<file path="src/rtl/mem_arbiter_2p.sv">
// Two-port round-robin arbiter/sequencer for the 256x16 distributed RAM.
// Define MEM_WRPROT_EN to suppress port B writes to addresses <= WP_TOP.
module mem_arbiter_2p #(
  parameter int                ADDR_W = 8,
  parameter int                DATA_W = 16,
  parameter logic [ADDR_W-1:0] WP_TOP = 8'h7F
) (
  input  logic              clk,
  input  logic              rst_n,
  input  logic              halt,
  input  logic              a_req,
  input  logic [ADDR_W-1:0] a_addr,
  output logic              a_ack,
  output logic [DATA_W-1:0] a_rdata,
  input  logic              b_req,
  input  logic              b_we,
  input  logic [ADDR_W-1:0] b_addr,
  input  logic [DATA_W-1:0] b_wdata,
  output logic              b_ack,
  output logic [DATA_W-1:0] b_rdata,
  output logic              b_err,
  output logic [ADDR_W-1:0] mem_addr,
  output logic [DATA_W-1:0] mem_wdata,
  output logic              mem_we,
  input  logic [DATA_W-1:0] mem_rdata,
  output logic              busy
);

`ifdef MEM_WRPROT_EN
  localparam logic WP_ENABLE = 1'b1;
`else
  localparam logic WP_ENABLE = 1'b0;
`endif

  typedef enum logic [1:0] {IDLE, ACCESS, DONE} state_t;

  state_t            state_reg;
  logic              last_grant_reg;   // 0 = A, 1 = B
  logic              grant_reg;        // port owning the current access
  logic              we_reg;
  logic [ADDR_W-1:0] addr_reg;
  logic [DATA_W-1:0] wdata_reg;
  logic              a_ack_reg;
  logic              b_ack_reg;
  logic              b_err_reg;

  logic                   grant_valid;
  logic                   pick_b;
  logic                   wp_hit;
  logic [1:0]             port_sel;
  logic [1:0][DATA_W-1:0] rdata_reg;
  logic [1:0][DATA_W-1:0] rdata_next;

  // B wins only when A is idle or A was the last port served.
  assign grant_valid = (a_req || b_req) && !halt;
  assign pick_b      = b_req && (!a_req || !last_grant_reg);

  assign wp_hit   = WP_ENABLE && grant_reg && we_reg && (addr_reg <= WP_TOP);
  assign port_sel = {grant_reg, !grant_reg};

  // Write strobe is decoded from state so an async reset kills it at once.
  assign mem_we    = (state_reg == ACCESS) && we_reg && !wp_hit;
  assign mem_addr  = addr_reg;
  assign mem_wdata = wdata_reg;
  assign busy      = (state_reg != IDLE);

  assign a_ack   = a_ack_reg;
  assign b_ack   = b_ack_reg;
  assign b_err   = b_err_reg;
  assign a_rdata = rdata_reg[0];
  assign b_rdata = rdata_reg[1];

  generate
    for (genvar gi = 0; gi < 2; gi++) begin : g_rdata
      assign rdata_next[gi] = (state_reg == ACCESS && !we_reg && port_sel[gi])
                              ? mem_rdata : rdata_reg[gi];
    end
  endgenerate

  always_ff @(posedge clk or negedge rst_n) begin
    if (!rst_n) begin
      state_reg      <= IDLE;
      last_grant_reg <= 1'b1;
      grant_reg      <= 1'b0;
      we_reg         <= 1'b0;
      addr_reg       <= '0;
      wdata_reg      <= '0;
      a_ack_reg      <= 1'b0;
      b_ack_reg      <= 1'b0;
      b_err_reg      <= 1'b0;
      rdata_reg      <= '0;
    end else begin
      rdata_reg <= rdata_next;
      case (state_reg)
        IDLE: begin
          a_ack_reg <= 1'b0;
          b_ack_reg <= 1'b0;
          b_err_reg <= 1'b0;
          if (grant_valid) begin
            grant_reg      <= pick_b;
            last_grant_reg <= pick_b;
            we_reg         <= pick_b && b_we;
            addr_reg       <= pick_b ? b_addr : a_addr;
            if (pick_b) begin
              wdata_reg <= b_wdata;
            end
            state_reg <= ACCESS;
          end
        end
        ACCESS: begin
          a_ack_reg <= !grant_reg;
          b_ack_reg <= grant_reg;
          b_err_reg <= wp_hit;
          state_reg <= DONE;
        end
        DONE: begin
          a_ack_reg <= 1'b0;
          b_ack_reg <= 1'b0;
          b_err_reg <= 1'b0;
          state_reg <= IDLE;
        end
        default: begin
          state_reg <= IDLE;
        end
      endcase
    end
  end

endmodule

</file>
<file path="config.mk">
export PLATFORM = sky130hd
export DESIGN_NAME = mem_arbiter_2p
export DESIGN_NICKNAME = d
export VERILOG_FILES = /design/src/rtl/mem_arbiter_2p.sv
export SDC_FILE = /design/constraint.sdc
export NUM_CORES = 1
export LEC_CHECK = 0
export CAP_MARGIN = 5
export CORE_MARGIN = 2
export CORE_UTILIZATION = 35
export CTS_BUF_LIST = sky130_fd_sc_hd__clkbuf_4
export CTS_CLUSTER_SIZE = 28
export DETAILED_ROUTE_END_ITERATION = 10
export PLACE_DENSITY_LB_ADDON = 0.3
export SLEW_MARGIN = 30
export SYNTH_ARGS = -nofsm -noshare
export SYNTH_HDL_FRONTEND = slang
export SYNTH_SLANG_ARGS = --single-unit
export TNS_END_PERCENT = 30
</file>
<file path="constraint.sdc">
create_clock -name clk -period 2.2 [get_ports clk]
set_clock_uncertainty 0.05 [all_clocks]
set_input_delay 0.44 -clock clk [delete_from_list [all_inputs] [get_ports clk]]
set_output_delay 0.44 -clock clk [all_outputs]
set_load 0.01 [all_outputs]
</file>
## After elaboration in Yosys (flattened, before gate mapping)

Cells that the tools add are included.

| word-level totals | value |
|---|---|
| bits in registers | 63 |
| input port bits | 54 |
| output and inout bits | 61 |
| logic and storage cells | 38 |

| operators by class | value |
|---|---|
| equal/unequal tests | 3 |
| muxes and demuxes | 5 |
| reductions and logical operators | 20 |

Operators with widths:

| cell | count |
|---|---|
| 8-bit two-way mux | 1 |
| 1-bit logical AND | 7 |
| 1-bit zero test | 5 |
| 1-bit one-hot mux with 2 select lines | 2 |
| 2-bit one-hot mux with 2 select lines | 1 |
| 2-bit nonzero test | 2 |
| 3-bit AND reduction | 1 |
| 2-bit by 1-bit equality test with 1-bit output (second input constant) | 1 |
| 2-bit equality test (second input constant) | 1 |
| 2-bit zero test | 1 |
| 1-bit logical OR | 2 |
| 2-bit two-way mux | 1 |
| 2-bit inequality test (second input constant) | 1 |
| 2-bit AND reduction | 1 |
| 2-bit OR reduction | 1 |

## Depth between registers and ports, before layout

| logic depth | value |
|---|---|
| depth in word-level cells | 4 |
| mapped depth | 5 |

## Worst setup path before layout

Ideal clock, no wire load.

| timing | value |
|---|---|
| kind | register -> register |
| start point | reg state_reg[1] |
| end point | reg rdata_reg (netlist bit a_rdata[10]) |
| setup time | 0.125 ns |
| arrival | 1.407 ns |
| required time | 2.025 ns |
| setup slack | 0.618 ns |
| cell stages (with the launch flop) | 5 |
| buffers on the path | 1 |
| clock period less this slack | 1.582 ns |
| path through | dfrtp_1 > nor2b_4 > nor3b_4 > buf_6 > mux2_2 |

| between the ends | value |
|---|---|
| cells in the longest elaborated chain, start to end | 3 |

RTL lines:

| what | RTL line | text |
|---|---|---|
| start, declared | 37 | `state_t state_reg;` |
| start signal, assigned | 82 | `state_reg <= IDLE;` |
| start signal, assigned | 107 | `state_reg <= ACCESS;` |
| start signal, assigned | 114 | `state_reg <= DONE;` |
| 2-bit by 1-bit equality test with 1-bit output | 75 | `assign rdata_next[gi] = (state_reg == ACCESS && !we_reg && port_sel[gi])` |
| 1-bit logical AND (2 in a row) | 75 |  |
| end signal, assigned | 93 | `rdata_reg <= rdata_next;` |
| end, declared | 51 | `logic [1:0][DATA_W-1:0] rdata_reg;` |

Every way passes these cells.
A chain may end at the register's enable or synchronous reset.

## Worst setup path in the final report

| timing | value |
|---|---|
| start point | reg state_reg[0] |
| end point | out busy |

| between the ends | value |
|---|---|
| cells in the longest elaborated chain, start to end | 1 |

RTL lines:

| what | RTL line | text |
|---|---|---|
| 2-bit nonzero test | 65 | `assign busy = (state_reg != IDLE);` |
| end, declared | 26 | `output logic busy` |

Every way passes these cells.

==> impl_metrics.tcl <==
set metrics [dict create \
    place.gp.congestion 0.716 \
    synthTopCellsByArea "dfrtp_1 62%, mux2_2 21%, inv_1 3.7%" \
    finalHoldViolations 0 \
    rsz0062_at_grt "false" \
    synth_seq_area_share 0.626 \
    cts.reportedPaths.clkPinSlew_ps 100 \
    netlist_instances 173 \
    finalPower_uw 4440 \
    timing.rr.end "mem_wdata[6]$_DFFE_PN0P_" \
    startpoint_type "register" \
    grt_use_total 0.146 \
    arrival_ps 1580 \
    antenna_found_initial 0 \
    maxSlewViolCount 0 \
    fin_nets 350 \
    final_core_util 0.570 \
    rr_worst_depth 5 \
    critPathMaxFanout 5 \
    cts_tree "yes" \
    worstHoldStart "state_reg[1]$_DFFE_PN0P_" \
    whs_path_depth 1 \
    root_buffer "clkbuf_4" \
    p_leak_uw 0.00175 \
    synth_fp_nets 227 \
    multi_input_area_um2 771 \
    whs_endpoint "state_reg[1]$_DFFE_PN0P_" \
    critical_path.max_stage_delay_ps 480 \
    start_util 0.367 \
    synthDistinctLibCells 24 \
    yosys_warnings 0 \
    max_cap_viol_count 0 \
    fmax_ghz 0.482 \
    stdcell_area_mm2 0.00391 \
    seqCellArea_mm2 0.00158 \
    num_antenna_cells 0 \
    critical_path_class "reg2out" \
    syn_to_final_growth_pct 55.3 \
    layout-drive-gt1-share 0.259 \
    num_vias 1826 \
    hpwl_um 3960 \
    die_area_mm2 0.00789 \
    worstPathRequired_ps 1710 \
    hold_path.class "reg2reg" \
    final_cell_mix "111 x clkdlybuf4s50_1, 60 x dfrtp_1, 48 x mux2_2" \
    synth_largest_area_cell "dfrtp_1" \
    cts_htree_levels 3 \
    crit_path_end_kind "output port" \
    place_area_mm2 0.00376 \
    path_buf_inv 1 \
    cp_top_family "buffers and inverters" \
    syn_area_mm2 0.00252 \
    grt_pass1_wl_um 8730 \
    status "completed" \
    tns_ps 0 \
    io_pins 115 \
    crit-reg2reg-launch "state_reg[1]$_DFFE_PN0P_" \
    grt_pass1_vias 1910 \
    dr.pass1.iters 4 \
    routedWlPerCell_um 13.5 \
    min_period_ps 2070 \
    clkLatencyLatePin_ps 370 \
    power.density_mw_per_mm2 1130 \
    postSynthAreaPerCell_um2 14.6 \
    cpMaxStageDelayCell "clkdlybuf4s50_1" \
    fillCellCount 573 \
    rows 30 \
    peakVddDrop_uv 498 \
    numCtsBuffers 9 \
    clock_path_buffers 2 \
    drc 0 \
    routed_via_density 4.60 \
    postRouteAntennaNets 0 \
    place_inst 379 \
    fin_crit_sh 0.942 \
    grt_max_degree 34 \
    die_w_um 88.8 \
    grt_overflow 0 \
    clock_sinks 63 \
    core_mm2 0.00687 \
    final-instance-count-excl-fill 397 \
    die_h_um 88.8 \
    drt-initial-drc-count 42 \
    cp_cell_sequence "or2_2, clkdlybuf4s50_1" \
    wl_um 5350 \
    ys_ff_latch 63 \
    io_buffers 113 \
    netlist.area_leader.share 0.616 \
    final_common_cell "clkdlybuf4s50_1" \
    ff2ff_setup_slack_ps 400 \
    finalSetupViolCount 0 \
]
## how the worst max path moves through the flow
stage	end	depth (start not counted)	slack (ps)	startpoint
6_report	busy	2	130	state_reg[0]$_DFFE_PN0P_
5_1_grt	busy	2	60	state_reg[1]$_DFFE_PN0P_
4_1_cts	mem_we	3	6	state_reg[0]$_DFFE_PN0P_
3_5_place_dp	mem_wdata[0]$_DFFE_PN0P_	5	150	halt
3_3_place_gp	mem_wdata[12]$_DFFE_PN0P_	5	200	halt
2_1_floorplan	a_rdata[10]$_DFFE_PN0P_	4	620	state_reg[1]$_DFFE_PN0P_
## per-stage QoR
step | hold WS [ps] | setup slack, ps
2_1_floorplan | 94.4 | 618
3_3_place_gp | 321 | 196
3_5_place_dp | 324 | 155
4_1_cts | 441 | 5.56
5_1_grt | 453 | 64.8
6_report | 440 | 127
## routing by layer
layer	routed length, µm	vias to the layer above	part of all wire	GRT usage
li1	-	830	-	-
met1	2170	901	0.41	0.172
met2	2460	89	0.46	0.229
met3	652	6	0.12	0.0700
met4	64	0	0.012	0.0579
met5	0	-	0	0
## cells by family (layout without fill, tap and decap cells)
| logic type | Yosys count | count (layout) | share of synthesized area |
|---|---|---|---|
| and+or+nand+nor | 13 | 13 | 0.0407 |
| other | 1 | 1 | 0.00149 |
| DFF | 63 | 63 | 0.626 |
| AOI/OAI and AO/OA | 13 | 13 | 0.0452 |
| muxes | 49 | 49 | 0.219 |
| buffers and inverters | 34 | 162 | 0.0676 |
## synth_stat cells (all sizes together)
| cell | count |
|---|---|
| and3 | 2 |
| clkbuf | 2 |
| dfrtp | 62 |
| nor2b | 2 |
| o21ai | 2 |
| a21o | 2 |
| mux2 | 48 |
| and3b | 1 |
| nor3 | 1 |
| and2 | 2 |
| a22o | 1 |
| conb | 1 |
| buf | 7 |
| dfstp | 1 |
| nand2 | 2 |
| or2 | 1 |
| nor3b | 1 |
| mux2i | 1 |
| nand2b | 1 |
| a222oi | 8 |
| inv | 25 |
## worst reg2reg max path: stages, from the launching register on
cell,delay (ps)
dfrtp_2,450
buf_4,160
nor3_2,210
and3_1,280
buf_12,190
mux2_2,360
## area by class of cell
| class | instances | area share |
|---|---|---|
| Sequential cell | 63 | 0.404 |
| Timing Repair Buffer | 121 | 0.311 |
| Multi-Input combinational cell | 76 | 0.197 |
| Tap cell | 96 | 0.0307 |
| Inverter | 25 | 0.0240 |
| Clock buffer | 11 | 0.0211 |
| Clock inverter | 5 | 0.0125 |
## power breakdown
group          internal, µW  switching, µW  total (µW)
Sequential             1620            237        1850
Combinational          1200            628        1830
Clock                   364            386         750
Total                  3190           1250        4440
## what timing repair did
action                     4_1_cts  5_1_grt
buffers inserted                 1        0
hold endpoints to repair        12        0
setup endpoints to repair        1        1
resized for setup                1        2
hold buffers                     1        0
Note: power is estimated with default switching activity, not from simulation.
